## config.mk

```make
export PLATFORM = sky130hd
export DESIGN_NAME = mips_instr_encoder
export DESIGN_NICKNAME = d
export VERILOG_FILES = /design/src/rtl/mips_instr_encoder.sv
export SDC_FILE = /design/constraint.sdc
export NUM_CORES = 1
export LEC_CHECK = 0
export BUFFER_PORTS_ARGS = -buffer_cell sky130_fd_sc_hd__buf_2
export CAP_MARGIN = 40
export CORE_ASPECT_RATIO = 0.75
export CORE_MARGIN = 5
export CORE_UTILIZATION = 40
export DETAILED_ROUTE_END_ITERATION = 8
export PLACE_DENSITY = 0.57
export SKIP_CTS_REPAIR_TIMING = 1
export SLEW_MARGIN = 10
export SYNTH_ARGS = -nofsm -noshare
export SYNTH_HDL_FRONTEND = slang
export SYNTH_SLANG_ARGS = --single-unit
```

## constraint.sdc

```tcl
create_clock -name clk -period 17 [get_ports clk]
set_input_delay 5.1 -clock clk [delete_from_list [all_inputs] [get_ports clk]]
set_output_delay 5.1 -clock clk [all_outputs]
set_load 0.05 [all_outputs]
```

## src/rtl/mips_instr_encoder.sv

```systemverilog
// Loader-side MIPS instruction encoder: encodes symbolic requests, buffers them in a FIFO and
// streams them to consecutive instruction-memory words. ENC_DELAY_SLOT_NOP_EN appends a NOP after BEQ/J.
module mips_instr_encoder #(
    parameter int DEPTH = 4,
    parameter int AW    = 6
) (
    input  logic          clk,
    input  logic          reset,
    input  logic          clear,
    input  logic          req_valid,
    output logic          req_ready,
    input  logic [3:0]    req_op,
    input  logic [4:0]    req_rs,
    input  logic [4:0]    req_rt,
    input  logic [4:0]    req_rd,
    input  logic [25:0]   req_imm,
    output logic          wr_valid,
    input  logic          wr_ready,
    output logic [AW-1:0] wr_addr,
    output logic [31:0]   wr_data,
    output logic          err,
    output logic          mem_full,
    output logic [AW:0]   word_count,
    output logic          done
);
    localparam int PW = $clog2(DEPTH);

    localparam logic [0:0] ST_ACTIVE = 1'b0;
    localparam logic [0:0] ST_FULL   = 1'b1;

    localparam logic [PW:0] DEPTH_C = (PW+1)'(DEPTH);
`ifdef ENC_DELAY_SLOT_NOP_EN
    localparam logic [PW:0] NEED_C  = (PW+1)'(2);
`else
    localparam logic [PW:0] NEED_C  = (PW+1)'(1);
`endif

    function automatic logic op_legal(input logic [3:0] op);
        return (op <= 4'd9);
    endfunction

    function automatic logic is_delay_op(input logic [3:0] op);
        return (op == 4'd7) || (op == 4'd9);
    endfunction

    // Opcode/funct map shared with the control-unit decoder
    function automatic logic [31:0] encode(input logic [3:0]  op,
                                           input logic [4:0]  rs,
                                           input logic [4:0]  rt,
                                           input logic [4:0]  rd,
                                           input logic [25:0] imm);
        logic [31:0] w;
        w = 32'h0000_0000;
        case (op)
            4'd0:    w = {6'b000000, rs, rt, rd, 5'b00000, 6'b100000};
            4'd1:    w = {6'b000000, rs, rt, rd, 5'b00000, 6'b100010};
            4'd2:    w = {6'b000000, rs, rt, rd, 5'b00000, 6'b100100};
            4'd3:    w = {6'b000000, rs, rt, rd, 5'b00000, 6'b100101};
            4'd4:    w = {6'b000000, rs, rt, rd, 5'b00000, 6'b101010};
            4'd5:    w = {6'b100011, rs, rt, imm[15:0]};
            4'd6:    w = {6'b101011, rs, rt, imm[15:0]};
            4'd7:    w = {6'b000100, rs, rt, imm[15:0]};
            4'd8:    w = {6'b001000, rs, rt, imm[15:0]};
            4'd9:    w = {6'b000010, imm};
            default: w = 32'h0000_0000;
        endcase
        return w;
    endfunction

    logic [0:0]    state_r;
    logic [0:0]    state_nx_s;
    logic [31:0]   mem_r [0:DEPTH-1];
    logic [PW-1:0] rd_ptr_r;
    logic [PW-1:0] wr_ptr_r;
    logic [PW-1:0] slot2_s;
    logic [PW:0]   count_r;
    logic [PW:0]   free_s;
    logic [PW:0]   push_n_s;
    logic [AW-1:0] addr_r;
    logic [AW:0]   wcnt_r;
    logic          err_r;
    logic          accept_s;
    logic          push_s;
    logic          nop_s;
    logic          pop_s;
    logic          last_s;
    logic [31:0]   enc_s;

    assign free_s    = DEPTH_C - count_r;
    assign req_ready = !reset && (state_r == ST_ACTIVE) && !clear && (free_s >= NEED_C);
    assign wr_valid  = (state_r == ST_ACTIVE) && (count_r != {(PW+1){1'b0}});
    assign accept_s  = req_valid && req_ready;
    assign push_s    = accept_s && op_legal(req_op);
    assign pop_s     = wr_valid && wr_ready && !clear;
    assign last_s    = (addr_r == {AW{1'b1}});
    assign enc_s     = encode(req_op, req_rs, req_rt, req_rd, req_imm);
    assign slot2_s   = wr_ptr_r + PW'(1);

`ifdef ENC_DELAY_SLOT_NOP_EN
    assign nop_s = push_s && is_delay_op(req_op);
`else
    assign nop_s = 1'b0;
`endif

    // Outputs are driven straight from state registers; the head is masked to zero when empty
    assign wr_data    = (count_r != {(PW+1){1'b0}}) ? mem_r[rd_ptr_r] : 32'h0000_0000;
    assign wr_addr    = addr_r;
    assign word_count = wcnt_r;
    assign err        = err_r;
    assign mem_full   = (state_r == ST_FULL);
    assign done       = (count_r == {(PW+1){1'b0}});

    // Number of words entering the FIFO this edge
    always_comb begin
        push_n_s = {(PW+1){1'b0}};
        if (push_s) begin
            if (nop_s) begin
                push_n_s = (PW+1)'(2);
            end else begin
                push_n_s = (PW+1)'(1);
            end
        end else begin
            push_n_s = {(PW+1){1'b0}};
        end
    end

    // Next-state logic: FULL is entered on the transfer to the last address and left only by clear
    always_comb begin
        state_nx_s = state_r;
        if (clear) begin
            state_nx_s = ST_ACTIVE;
        end else begin
            case (state_r)
                ST_ACTIVE: begin
                    if (pop_s && last_s) begin
                        state_nx_s = ST_FULL;
                    end else begin
                        state_nx_s = ST_ACTIVE;
                    end
                end
                ST_FULL: state_nx_s = ST_FULL;
                default: state_nx_s = ST_ACTIVE;
            endcase
        end
    end

    // State register
    always_ff @(posedge clk or posedge reset) begin
        if (reset) begin
            state_r <= ST_ACTIVE;
        end else begin
            state_r <= state_nx_s;
        end
    end

    // FIFO storage; a delay-slot NOP lands in the slot right behind its branch
    always_ff @(posedge clk or posedge reset) begin
        if (reset) begin
            for (int i = 0; i < DEPTH; i++) begin
                mem_r[i] <= 32'h0000_0000;
            end
        end else if (push_s) begin
            mem_r[wr_ptr_r] <= enc_s;
            if (nop_s) begin
                mem_r[slot2_s] <= 32'h0000_0000;
            end
        end
    end

    // FIFO pointers and occupancy
    always_ff @(posedge clk or posedge reset) begin
        if (reset) begin
            rd_ptr_r <= {PW{1'b0}};
            wr_ptr_r <= {PW{1'b0}};
            count_r  <= {(PW+1){1'b0}};
        end else if (clear) begin
            rd_ptr_r <= {PW{1'b0}};
            wr_ptr_r <= {PW{1'b0}};
            count_r  <= {(PW+1){1'b0}};
        end else begin
            if (pop_s) begin
                rd_ptr_r <= rd_ptr_r + PW'(1);
            end
            wr_ptr_r <= wr_ptr_r + push_n_s[PW-1:0];
            count_r  <= count_r + push_n_s - {{PW{1'b0}}, pop_s};
        end
    end

    // Memory address and written-word counter; the address saturates at the last word
    always_ff @(posedge clk or posedge reset) begin
        if (reset) begin
            addr_r <= {AW{1'b0}};
            wcnt_r <= {(AW+1){1'b0}};
        end else if (clear) begin
            addr_r <= {AW{1'b0}};
            wcnt_r <= {(AW+1){1'b0}};
        end else if (pop_s) begin
            wcnt_r <= wcnt_r + (AW+1)'(1);
            if (!last_s) begin
                addr_r <= addr_r + AW'(1);
            end
        end
    end

    // Illegal-op pulse, one cycle after the accepting edge
    always_ff @(posedge clk or posedge reset) begin
        if (reset) begin
            err_r <= 1'b0;
        end else begin
            err_r <= accept_s && !op_legal(req_op);
        end
    end

endmodule

```

==> results of run 1 <==
final cells by class:
class                           count  area share (%)
Inverter                           11          0.5405
Multi-Input combinational cell    335           39.79
Clock inverter                     14           2.220
Clock buffer                       18           5.127
Sequential cell                   142           41.51
Tap cell                          242           3.535
Timing Repair Buffer              107           7.274
per-layer routing:
metal  part of all wire (%)  global-route usage [%]
met1                     46                   21.47
met3                    3.6                   3.984
met2                     49                   25.97
met4                    1.7                   5.770
met5                      0                       0
metrics by stage:
step,utilization (%),worst slack [ps],total power [mW],instances,hold WS [ps]
after floorplan,-,5773,0.7357,523,452.4
after global placement,44.41,5849,0.8195,833,462.4
after detailed placement,44.95,5828,0.8329,837,475.1
after CTS,48.51,5829,1.235,869,489.0
after global routing,48.51,5746,1.276,869,508.4
final,48.51,5856,1.218,869,489.0
logic make-up (layout without fill, tap and decap cells):
kind of cell,after synthesis,count (layout)
muxes,152,152
DFF,142,142
and+or+nand+nor,109,109
AOI/OAI and AO/OA,50,50
buffers and inverters,46,150
xor gates and xnor gates,14,14
adders and majority gates,9,9
other,1,1
registers in the layout, summed over array words and instances, names as in the netlist:
| name | cells |
|---|---|
| rd_ptr_r | 2 |
| wr_addr | 6 |
| word_count | 7 |
| err | 1 |
| count_r | 3 |
| mem_r | 120 |
| wr_ptr_r | 2 |
| mem_full | 1 |
synth_stat cells, drive strengths merged, types with 9 or more instances:
| cell type | instances | area (µm²) |
|---|---|---|
| mux2 | 117 | 1423 |
| buf | 24 | 151.4 |
| mux4 | 30 | 675.7 |
| a22o | 10 | 87.58 |
| a21oi | 9 | 45.04 |
| clkbuf | 11 | 41.29 |
| nor2b | 46 | 287.8 |
| nand2 | 12 | 45.04 |
| dfrtp | 142 | 3553 |
| nor2 | 25 | 93.84 |
| inv | 11 | 41.29 |
power breakdown:
| part | total [mW] | internal [mW] | switching (mW) |
|---|---|---|---|
| Sequential | 0.424 | 0.388 | 0.0356 |
| Clock | 0.396 | 0.250 | 0.146 |
| Combinational | 0.399 | 0.172 | 0.227 |
| Total | 1.22 | 0.809 | 0.409 |
final timing paths:
check,startpoint,endpoint,cells past startpoint
setup / recovery,clear,req_ready,4
hold / removal,mem_r[90],mem_r[90],1
setup reg to reg,count_r[0],count_r[2],13
hold reg to reg,mem_r[90],mem_r[90],1
max in group asynchronous,reset,mem_r[118],4
min in group asynchronous,reset,wr_addr[4],2
cells in the final DEF (no fill, tap or decap), drive strengths merged, types with 5 or more instances in the layout:
| cell | Yosys | routed |
|---|---|---|
| a21oi | 9 | 9 |
| a22o | 10 | 10 |
| a22oi | 5 | 5 |
| a31oi | 5 | 5 |
| buf | 24 | 107 |
| clkbuf | 11 | 18 |
| clkinv | 0 | 6 |
| dfrtp | 142 | 142 |
| ha | 8 | 8 |
| inv | 11 | 13 |
| mux2 | 117 | 117 |
| mux2i | 5 | 5 |
| mux4 | 30 | 30 |
| nand2 | 12 | 12 |
| nor2 | 25 | 25 |
| nor2b | 46 | 46 |
| o21ai | 7 | 7 |
| o22ai | 6 | 6 |
| xnor2 | 6 | 6 |
| xor2 | 8 | 8 |
==> impl_metrics.ini, run 1 <==
[final_layout]
area_growth_pct = 19.37
drive_gt1_share_pct = 47.53
final-seq-area_mm2 = 0.003556
fillers = 1558
multi_input_area_mm2 = 0.003408
design_area_mm2 = 0.008566
antenna_cells = 0
fin_nets = 673

[timing]
fin_skew_ps = 6.992
min_period_over_period_pct = 65.55
slew_headroom_pct = 54.64
slew_viol_final = 0
setup_tns_ps = 0
hold_viol_final = 0
finalSetupViolCount = 0
max_freq_ghz = 0.08973
worst_pin_slew_ps = 680.4
min_period_ps = 11140
rsz0062_at_grt = no

[global_routing]
grt_max_degree = 66
grt_pass1_vias = 4770
grt_overflow = 0
grt_pass1_wl_um = 25950
grt_usage_pct = 16.19
antenna_found_initial = 0

[power_and_ir_drop]
p_leak_nw = 4.167
ir_drop_mv = 0.06074
p_per_area_mw_per_mm2 = 142.2

[floorplanning]
dieWidth_um = 164.7
dieArea_mm2 = 0.02074
design.core.area_mm2 = 0.01766
core.rowCount = 42
io_pins = 100
die_h_um = 126.0
initial_core_util_pct = 40.64

[place]
portBuffers = 98
dp_hpwl_um = 10650
place_area_mm2 = 0.007936
routabilityCongestion = 0.8195

[route]
firstDrtPassIters = 4
via_count = 4507
drc_errors = 0
wire_per_inst_um = 18.35
detail-route-antenna-nets = 0
drt_wl_total_um = 15940
drt-initial-drc-count = 180
vias_per_cell = 5.186

[setup_path]
required_ps = 11900
reg2reg_slack_ps = 13800
cp-start-kind = input pin
path_buf_inv = 2
cp-end-kind = output pin
crit_fanout = 23
cpPeakStageDelay_ps = 280
worstPathCellList = buf_2 -> nor3_2 -> nor2b_1 -> buf_2
critical_path_arrival_ps = 6040
crit_family = buffers and inverters
critPathSlowestCell = buf_2
critPathMostFrequentCell = buf_2
crit_type = in -> out

[clocking]
cts_buffer_depth = 2
cts_root_buffer = clkbuf_16
clk_latency_ps = 420
cts.sinks = 142
cts_inserted_buffers = 17
h-tree-depth = 4
cts_tree = done
path_clk_slew_ps = 60

[yosys]
synth-seq-cells = 142
synth-simple-area-share_pct = 8.893
synthMuxAreaShare_pct = 29.94
yosys_warnings = 0
synth_top_family_by_area = multiplexers
syn-num-nets = 582
ys_types = 48
async_flop_share_pct = 100.0
synthXorXnorAreaFrac_pct = 1.709
synth_ff_type = dfrtp_1
synthCells = 523
ys_seq_area_share_pct = 49.52
avgSynthCellArea_um2 = 13.72
synth_edf_count = 0
synthAdderAreaFrac_pct = 1.674
netlist_area_mm2 = 0.007176
synth_compound_area_share_pct = 4.952

[min_path]
min_path_type = reg -> reg

[outcome]
status = finished clean

[run]
drv_cap = 0
Note: power is estimated with default switching activity, not from simulation.
==> inputs of run 2 (changes only) <==
PLACE_DENSITY = 0.59   (was 0.57)
clock period = 10.25 ns   (was 17 ns; I/O delays follow)
==> run 2 against run 1 <==
Compared with the run above: combinational power is 66% higher; clock skew is 3.9 ps higher; non-clock buffer count stayed put; utilization hardly changed; die area stayed put; clock-buffer cell count is 2 higher; final cell count stayed put; critical path type unchanged; largest cell class unchanged; largest power group unchanged.
==> impl_metrics.ini, run 2 (same netlist as run 1, synthesis figures left out) <==
[global_routing]
grt_usage_pct = 16.92
grt_max_degree = 61
grt_pass1_wl_um = 27170
antenna_found_initial = 0
grt_pass1_vias = 4926
grt_overflow = 0

[power_and_ir_drop]
ir_drop_mv = 0.1111
power_mw = 2.022
p_leak_nw = 4.165
p_per_area_mw_per_mm2 = 236.3

[final_layout]
largest_register = mem_r
largest_register_ff_count = 120
drive_gt1_share_pct = 47.44
fillers = 1570
final_common_cell = dfrtp_1
fin_cells = 869
fin_nets = 673
final_cell_mix = dfrtp_1, buf_2, mux2_2
utilization_pct = 48.46
area_growth_pct = 19.25

[setup_path]
cp-end-kind = output pin
crit_fanout = 23
critical_path_arrival_ps = 4070
crit_type = in -> out
required_ps = 7180
cp-start-kind = input pin

[clocking]
clk_latency_ps = 420
cts_buffer_depth = 2
cts_inserted_buffers = 17
h-tree-depth = 4
cts_tree = done
cts.sinks = 142
path_clk_slew_ps = 60
cts_root_buffer = clkbuf_16

[route]
detail-route-antenna-nets = 0
firstDrtPassIters = 4
wire_per_inst_um = 19.17
vias_per_cell = 5.216
drc_errors = 0
drt-initial-drc-count = 252
top_layer = met4
drt_wl_total_um = 16660
via_count = 4533
wl_met2_um = 7700
drt-met1-wl_um = 8003
dr_wl_met3_um = 811

[timing]
worst_pin_slew_ps = 715.1
slew_headroom_pct = 52.27
min_period_ps = 7148
min_period_over_period_pct = 69.74
slew_viol_final = 0
setup_tns_ps = 0
hold_viol_final = 0
max_freq_ghz = 0.1399
finalSetupViolCount = 0
fin_skew_ps = 10.93
rsz0062_at_grt = no

[floorplanning]
design.core.area_mm2 = 0.01766
dieWidth_um = 164.7
die_h_um = 126.0
dieArea_mm2 = 0.02074
initial_core_util_pct = 40.64
io_pins = 100
core.rowCount = 42

[place]
portBuffers = 98
dp.cells = 837
routabilityCongestion = 0.7644
dp_hpwl_um = 11070

[min_path]
min_path_type = reg -> reg

[run]
drv_cap = 0

[outcome]
status = finished clean
-- run 2: area by class of cell --
class	instances	area (µm²)	area share [%]
Clock buffer	20	466.7	5.454
Timing Repair Buffer	107	610.6	7.136
Clock inverter	11	163.9	1.915
Antenna cell	1	2.502	0.02924
Inverter	11	46.29	0.5410
Sequential cell	142	3556	41.56
Multi-Input combinational cell	335	3408	39.83
Tap cell	242	302.8	3.539
-- run 2: worst paths after layout --
kind | start | to | slack, ps | cells after the start
max in group asynchronous | reset | mem_r[19] | 6400 | 4
worst min-delay path | mem_r[90] | mem_r[90] | 490 | 1
worst max register to register | count_r[1] | mem_r[68] | 7180 | 8
worst max-delay path | clear | req_ready | 3100 | 4
worst min register to register | mem_r[90] | mem_r[90] | 490 | 1
min in group asynchronous | reset | wr_addr[4] | 2730 | 2
-- run 2: metal layers --
layer	GRT usage [%]	vias to the layer above
li1	-	2069
met1	23.99	2354
met2	25.80	95
met3	4.997	15
met4	3.961	0
met5	0	-
-- run 2: power breakdown --
part | internal [mW] | total (mW) | switching (mW) | leakage (nW)
registers | 0.644 | 0.704 | 0.0602 | 1.93
clock network | 0.424 | 0.658 | 0.234 | 0.308
logic | 0.279 | 0.661 | 0.381 | 1.93
total | 1.35 | 2.02 | 0.676 | 4.17
-- run 2: metrics by stage --
stage          hold WS (ps)  setup WS [ps]  cell area [µm²]
3_5_place_dp          480.1           3097             7924
2_1_floorplan         452.4           3073             7176
3_3_place_gp          467.5           3148             7849
4_1_cts               493.8           3096             8554
5_1_grt               513.2           2998             8554
6_report              491.9           3102             8557
-- run 2: critical path, stage by stage --
cell and delay (ps):
buf_2 240, nor3_2 260, nor2b_1 200, buf_2 280
==> inputs of run 3 (changes only) <==
PLACE_DENSITY = 0.57   (was 0.59)
clock period = 7 ns   (was 10.25 ns; I/O delays follow)
==> run 3 against run 2 <==
Compared with the run above: highest routed layer unchanged; clock skew is 2.7 ps lower; clock-buffer cell count is 3 lower; die area stayed put; first-iteration DRC count is 15% lower; final cell count is 0.12% higher; routed wire length is 2.1% lower; critical path depth stayed put; sequential share of layout area hardly changed.
==> impl_metrics.ini, run 3 (same netlist as run 1, synthesis figures left out) <==
[global_routing]
grt_overflow = 0
antenna_found_initial = 0
grt_max_degree = 71
grt_usage_pct = 16.40
grt_pass1_vias = 4793
grt_pass1_wl_um = 26500

[setup_path]
critical_path_arrival_ps = 3080
required_ps = 4900
cp-start-kind = input pin
cp-end-kind = output pin
crit_type = in -> out
crit_fanout = 23

[clocking]
h-tree-depth = 4
cts.sinks = 142
path_clk_slew_ps = 60
clk_latency_ps = 420
cts_tree = done
cts_buffer_depth = 2
cts_root_buffer = clkbuf_16
cts_inserted_buffers = 17

[final_layout]
area_growth_pct = 19.29
antenna_cells = 0
final_cell_mix = dfrtp_1, buf_2, mux2_2
drive_gt1_share_pct = 47.61
fillers = 1579
final_common_cell = dfrtp_1
design_area_mm2 = 0.008559
largest_register = mem_r
fin_nets = 674
fin_cells = 870
largest_register_ff_count = 120

[place]
place_ws_ps = 1818
routabilityCongestion = 0.8019
dp_hpwl_um = 10720
portBuffers = 98
place_area_mm2 = 0.007939
dp.cells = 838

[route]
firstDrtPassIters = 4
detail-route-antenna-nets = 0
via_count = 4544
vias_per_cell = 5.223
drt-initial-drc-count = 215
drt_wl_total_um = 16320
drc_errors = 0
wire_per_inst_um = 18.75

[power_and_ir_drop]
power_mw = 2.944
pwr-share-seq_pct = 35.0
p_int_mw = 1.948
switchingPower_mw = 0.9968
p_clk_share_pct = 32.2
p_leak_nw = 4.156
ir_drop_mv = 0.1972
p_per_area_mw_per_mm2 = 344.0
swShare_pct = 33.85
combPwrFrac_pct = 32.8

[timing]
min_period_ps = 5180
rsz0062_at_grt = no
hold_viol_final = 0
fin_ws_ps = 1820
finalSetupViolCount = 0
slew_headroom_pct = 52.86
max_freq_ghz = 0.1931
slew_viol_final = 0
setup_tns_ps = 0
min_period_over_period_pct = 73.99
worst_pin_slew_ps = 707.0
fin_skew_ps = 8.240

[floorplanning]
dieArea_mm2 = 0.02074
initial_core_util_pct = 40.64
design.core.area_mm2 = 0.01766
die_h_um = 126.0
dieWidth_um = 164.7
io_pins = 100
core.rowCount = 42

[outcome]
status = finished clean

[run]
drv_cap = 0

[min_path]
min_path_type = reg -> reg
run 3: area by class of cell:
type	instances	area [µm²]	share of cell area [%]
clock buffers	17	425.4	4.970
clock inverters	15	195.2	2.280
inverters	11	46.29	0.5409
multi-input cells	335	3408	39.82
flip-flops and latches	142	3556	41.54
well taps	242	302.8	3.537
repair buffers	108	625.6	7.309
run 3: routing by layer:
layer,up-vias,GRT usage [%],wire length [µm]
met2,86,25.95,7947
met1,2372,22.58,7537
met4,0,4.303,190
li1,2069,-,-
met5,-,0,0
met3,17,4.278,641
run 3: power by group through the flow:
stage	Clock [mW]	Combinational, mW	Sequential [mW]
6_report	0.948	0.967	1.03
5_1_grt	1.01	1.04	1.04
4_1_cts	0.968	0.984	1.03
3_5_place_dp	0	0.982	1.04
3_3_place_gp	0	0.951	1.04
2_1_floorplan	0	0.757	1.03
run 3: final timing paths:
path                       startpoint     endpoint  slack [ps]  depth (start not counted)
max in group asynchronous       reset  rd_ptr_r[0]        4490                          3
hold / removal              mem_r[90]    mem_r[90]         480                          1
setup / recovery                clear    req_ready        1820                          4
min in group asynchronous       reset   count_r[0]        1680                          2
hold reg to reg             mem_r[90]    mem_r[90]         480                          1
setup reg to reg           count_r[1]   count_r[2]        3760                         13
run 3: stage by stage:
step	hold slack (ps)	util (%)
global route	507.6	48.48
global placement	463.1	44.45
floorplan	452.4	-
detailed placement	473.1	44.96
CTS	486.7	48.48
finish	484.7	48.48
run 3: critical path, cell delays in order:
cell,delay (ps)
buf_2,240
nor3_2,260
nor2b_1,190
buf_2,280
